File: config.mk
export PLATFORM = sky130hd
export DESIGN_NAME = lfsr_gen
export DESIGN_NICKNAME = d
export VERILOG_FILES = /design/src/rtl/lfsr_gen.sv
export SDC_FILE = /design/constraint.sdc
export NUM_CORES = 1
export LEC_CHECK = 0
export ABC_AREA = 1
export CAP_MARGIN = 20
export CORE_UTILIZATION = 40
export DETAILED_ROUTE_END_ITERATION = 10
export PLACE_DENSITY = 0.79
export SLEW_MARGIN = 20
export SYNTH_ARGS = -nofsm -noshare
export SYNTH_HDL_FRONTEND = slang
export SYNTH_SLANG_ARGS = --single-unit
File: constraint.sdc
create_clock -name clk -period 1.2 [get_ports clk]
set_clock_uncertainty 0.2 [all_clocks]
set_input_delay 0.24 -clock clk [delete_from_list [all_inputs] [get_ports clk]]
set_output_delay 0.24 -clock clk [all_outputs]
set_load 0.05 [all_outputs]
File: src/rtl/lfsr_gen.sv
// Parametrised LFSR with run-time seed load, step enable, all-zero lock-up recovery and period tracking.
// Define LFSR_GALOIS_EN to replace the default Fibonacci step with a Galois step.
module lfsr_gen #(
  parameter int               WIDTH = 4,
  parameter logic [WIDTH-1:0] TAPS  = 4'b1001,
  parameter logic [WIDTH-1:0] SEED  = 4'b0001
) (
  input  logic             clk,
  input  logic             reset,
  input  logic             en,
  input  logic             load,
  input  logic [WIDTH-1:0] seed_i,
  output logic [WIDTH-1:0] lfsr_o,
  output logic [WIDTH-1:0] nxt_lfsr_o,
  output logic [WIDTH-1:0] cnt_o,
  output logic             wrap_o,
  output logic             lockup_o
);

  typedef enum logic {
    ST_RUN    = 1'b0,
    ST_LOCKED = 1'b1
  } state_t;

  state_t           r_state;
  logic [WIDTH-1:0] r_lfsr;
  logic [WIDTH-1:0] r_seed;
  logic [WIDTH-1:0] r_cnt;
  logic             r_wrap;
  logic             r_lockup;
  logic [WIDTH-1:0] w_next;
  logic             w_seed_zero;
  logic             w_hit_seed;

`ifdef LFSR_GALOIS_EN
  assign w_next = {r_lfsr[WIDTH-2:0], 1'b0} ^ (r_lfsr[WIDTH-1] ? TAPS : '0);
`else
  logic w_fb;
  assign w_fb   = ^(r_lfsr & TAPS);
  assign w_next = {r_lfsr[WIDTH-2:0], w_fb};
`endif

  assign w_seed_zero = (seed_i == '0);
  // Period marker compares against the seed actually in use, not the parameter.
  assign w_hit_seed  = (w_next == r_seed);

  always_ff @(posedge clk) begin
    if (reset) begin
      r_state  <= ST_RUN;
      r_lfsr   <= SEED;
      r_seed   <= SEED;
      r_cnt    <= '0;
      r_wrap   <= 1'b0;
      r_lockup <= 1'b0;
    end else if (load) begin
      r_lfsr   <= seed_i;
      r_seed   <= seed_i;
      r_cnt    <= '0;
      r_wrap   <= 1'b0;
      r_state  <= w_seed_zero ? ST_LOCKED : ST_RUN;
      r_lockup <= w_seed_zero;
    end else if (en) begin
      case (r_state)
        ST_RUN: begin
          r_lfsr <= w_next;
          if (w_hit_seed) begin
            r_wrap <= 1'b1;
            r_cnt  <= '0;
          end else begin
            r_wrap <= 1'b0;
            r_cnt  <= r_cnt + 1'b1;
          end
        end
        ST_LOCKED: begin
          // Recovery restarts from the parameter seed without flagging a wrap.
          r_state  <= ST_RUN;
          r_lfsr   <= SEED;
          r_seed   <= SEED;
          r_cnt    <= '0;
          r_wrap   <= 1'b0;
          r_lockup <= 1'b0;
        end
        default: begin
          r_state  <= ST_RUN;
          r_lockup <= 1'b0;
          r_wrap   <= 1'b0;
        end
      endcase
    end else begin
      r_wrap <= 1'b0;
    end
  end

  assign lfsr_o     = r_lfsr;
  assign nxt_lfsr_o = w_next;
  assign cnt_o      = r_cnt;
  assign wrap_o     = r_wrap;
  assign lockup_o   = r_lockup;

endmodule

== Word-level counts from Yosys, hierarchy flattened ==
Index checks and enable logic that the tools add are counted.

* Register bits after elaboration: 15
* Input bits: 8
* Output and inout port bits: 14
* Logic and storage cells: 33

* Add/subtract/negate cells: 1
* Eq/ne operators: 1
* Multiplexer cells: 16
* Bitwise operators: 2
* Reduce and logical (&&, ||, !) cells: 7

{| class="wikitable"
|+ Operators by type and width
! cell !! number
|-
| $mux W4 || 6
|-
| $pmux W4 S2 || 2
|-
| $mux W1 || 7
|-
| $add A4 B1 Y4 const B || 1
|-
| $eq A4 B4 Y1 || 1
|-
| $logic_not A4 Y1 || 1
|-
| $reduce_bool A2 Y1 || 2
|-
| $reduce_xor A4 Y1 || 1
|-
| $reduce_or A3 Y1 || 1
|-
| $not A1 Y1 || 2
|-
| $pmux W1 S2 || 1
|-
| $reduce_and A2 Y1 || 1
|-
| $reduce_or A2 Y1 || 1
|}

== Longest topological paths before layout ==
* Depth in word-level cells: 4
* Mapped depth: 7
* Mapped depth without buffers: 7

== Least setup slack after synthesis ==
Ideal clock, no wire load.

* Path type: reg-to-output
* From: reg r_lfsr[0], in the netlist lfsr_o[0]
* To: out nxt_lfsr_o[0]
* Data arrival time: 1180 ps
* Required time: 760 ps
* Path slack: -420 ps
* Cell stages (with the launch flop): 5
* Buffers on the path: 1
* Cell sequence: dfxtp_1 -> inv_1 -> nand2_1 -> nand2_1 -> buf_4

* Cells in the longest elaborated chain, start to end: 1

{| class="wikitable"
|+ Ends and longest elaborated chain
! what !! line !! text
|-
| from (decl) || 26 || <nowiki>logic [WIDTH-1:0] r_lfsr;</nowiki>
|-
| from (signal assigned) || 56 || <nowiki>r_lfsr <= seed_i;</nowiki>
|-
| from (signal assigned) || 65 || <nowiki>r_lfsr <= w_next;</nowiki>
|-
| $reduce_xor A4 Y1 || 39 || <nowiki>assign w_fb = ^(r_lfsr & TAPS);</nowiki>
|-
| to (decl) || 14 || <nowiki>output logic [WIDTH-1:0] nxt_lfsr_o,</nowiki>
|}

Every way passes these cells.

== Worst setup path in the final report ==
* From: reg r_lfsr[3], in the netlist lfsr_o[3]
* To: out nxt_lfsr_o[0]

Same word-level chain as after synthesis.

==> flow_summary.ini <==
[clock_tree]
cts_tree = built
cts_buffers = 3
clock-root-buffer = clkbuf_4
clk_latency_ns = 0.31
clk_pin_slew_worst_paths_ns = 0.10
cts_hold_buffers = 0
cts_sinks = 15
cts.htree.levels = 1
clock_path_buffers = 2

[placed_design]
dp_hpwl_mm = 1.653
globalplace.congestion = 0.8533
portBuffers = 21
place_ws_ns = -0.5194
dp_cells = 161

[logic_synthesis]
yosys.area_share.simple_pct = 31.66
synth_nets = 116
synth_top_family_by_area = simple AND/OR/NAND/NOR gates
synth-compound-area-share_pct = 11.06
synth_cell_types = 22
synth_mux_area_share_pct = 0
yosys_warnings = 0
netlist_instances = 107
synth-seq-cells = 15
synth_xor_area_share_pct = 2.345
yosysSeqAreaShare_pct = 40.20
netlist_area_sq_um = 747.0
synth.avg_cell_area_sq_um = 6.981
synthAdderAreaFrac_pct = 1.675

[power]
peakVddDrop_uv = 952.0
power.leakage_uw = 0.0006357
finalPower_uw = 1317
powerDensity_mw_per_mm2 = 919.2

[route]
via_count = 989
drt-wirelength-per-cell_um = 17.21
first_pass_iters = 4
vias_per_cell = 5.651
routed_wl_mm = 3.012
drt_iter0_drc = 36
drtAntennaViolNets = 0
drc = 0

[worst_setup_path]
cp.depth = 4
crit_path_end_kind = output pin
crit_chain = inv_4 -> nand2_4 -> nand2_4 -> buf_12
startpoint_type = register
crit_type = reg2out
crit_top_cell = nand2_4
r2r_cells = 8
path_buf_inv = 2
crit_required_ns = 0.76
path_max_fanout = 4
crit_path_top_delay_cell = dfxtp_4
cp_top_family = flip-flops
cp_slowest_stage_delay_ns = 0.41
critPathArrivalTime_ns = 1.07

[sta]
report.final.slew_viol_count = 0
worst_pin_slew_ns = 0.3309
period_share_pct = 125.8
slew_headroom_pct = 77.94
fmax_mhz = 662.5
hold_slack_ns = 0.1568
setup_viol = 21
setup_ws_ns = -0.3095
finalCriticalPeriod_ns = 1.509
hold_viol = 0
rsz0062_at_grt = yes

[grt]
grt_pass1_vias = 938
grt_max_degree = 10
grtUsageTotal_pct = 29.27
overflow = 0
antenna_found_initial = 0
grt_first_pass_wirelength_mm = 4.188

[layout]
nNetsFinal = 160
final_cell_mix = 27 x nand2_1, 21 x buf_4, 14 x buf_12
mostFrequentLayoutCell = nand2_1
drive_above_1_share_pct = 54.00
seq_area_sq_um = 334.1
n_antenna_cell = 0
layoutNonFillerInstCount = 175
fin_util_pct = 82.08
area_growth_pct = 91.79
multi_input_area_sq_um = 446.7
n_fill_cell = 89

[run_status]
status = complete, but fails checks
violations = negative setup slack

[floorplan]
core_sq_mm = 0.001745
num_io_pins = 22
chipWidth_um = 45.22
die_h_um = 45.22
dieArea_sq_mm = 0.002044
start_util_pct = 42.80
rows = 15

[job]
maxCapViolCount = 0

[hold_path]
hold_path_depth = 3
hold_path_class = in2reg
==> cells by family after synthesis <==
kind of cell    count (synthesis)
fa+ha+maj                       1
buf+inv                        20
compound gates                 15
flops                          15
simple gates                   54
xor+xnor                        2
==> Yosys cell counts <==
cell,instances,share of area (%)
nor3_2,1,1.3
nand2_1,33,17
dfxtp_1,15,40
nand4_1,1,0.84
o21ai_0,1,0.67
buf_6,1,1.5
a21oi_2,1,1.2
nand3_2,1,1.3
nand3_1,9,6.0
inv_2,1,0.50
nor2_1,6,3.0
a31oi_1,3,2.5
inv_1,13,6.5
xnor2_1,1,1.2
ha_1,1,1.7
a21oi_1,10,6.7
nor2_2,1,0.84
buf_4,4,4.0
nor3_1,1,0.67
clkbuf_1,1,0.50
nand3b_1,1,1.0
xor2_1,1,1.2
==> final timing paths <==
kind	start	endpoint	slack [ns]
worst min-delay path	load	r_seed[2]	0.16
worst max-delay path	lfsr_o[3]	nxt_lfsr_o[0]	-0.31
worst max register to register	lfsr_o[3]	cnt_o[0]	-0.27
worst min register to register	r_seed[3]	r_seed[3]	0.30
==> state kept, by name (all words and copies together) (netlist names) <==
signal	count
cnt_o	4
lfsr_o	4
r_seed	4
lockup_o	1
r_state	1
wrap_o	1
==> worst min-delay path: cells and delay by family <==
| kind | cells | cell delay, ns |
|---|---|---|
| buffers and inverters | 1 | 0.17 |
| AND/OR/NAND/NOR | 1 | 0.15 |
| AO/OA/AOI/OAI | 1 | 0.06 |
==> metrics by stage <==
| stage | TNS, ns | area, sq um |
|---|---|---|
| finish | -3.205 | 1433 |
| CTS | -2.290 | 1358 |
| floorplan | -0.2571 | 775.7 |
| detailed placement | -6.579 | 1214 |
| global placement | -5.731 | 1214 |
| global route | -3.671 | 1433 |
==> final cells by class <==
cell class / instances / area share [%]
multi-input combinational: 72 / 31.18
timing repair buffer: 45 / 37.38
tap: 25 / 2.183
clock buffer: 3 / 1.572
clock inverter: 1 / 0.3493
sequential: 15 / 23.32
inverter: 14 / 4.017
==> layer usage <==
layer	up-vias	wire [um]	global-route usage (%)
met5	-	0	0
met4	0	191	13.33
met3	26	251	5.200
met2	82	1569	53.91
met1	457	1001	32.18
li1	424	-	-
==> where the power goes <==
| part | total (uW) | leakage (uW) | switching (uW) | internal [uW] |
|---|---|---|---|---|
| registers | 539 | 0.000129 | 30.0 | 509 |
| clock network | 312 | 0.0000177 | 188 | 125 |
| logic | 465 | 0.000489 | 250 | 216 |
| total | 1320 | 0.000636 | 467 | 850 |
==> repair_timing <==
item / CTS / global route
endpoints found under the setup margin: 29 / 29
setup buffers: 7 / 3
pin swaps: 4 / 5
resized for setup: 21 / 18
cloned: 0 / 0
No activity file was read; power rests on OpenSTA's default activity.
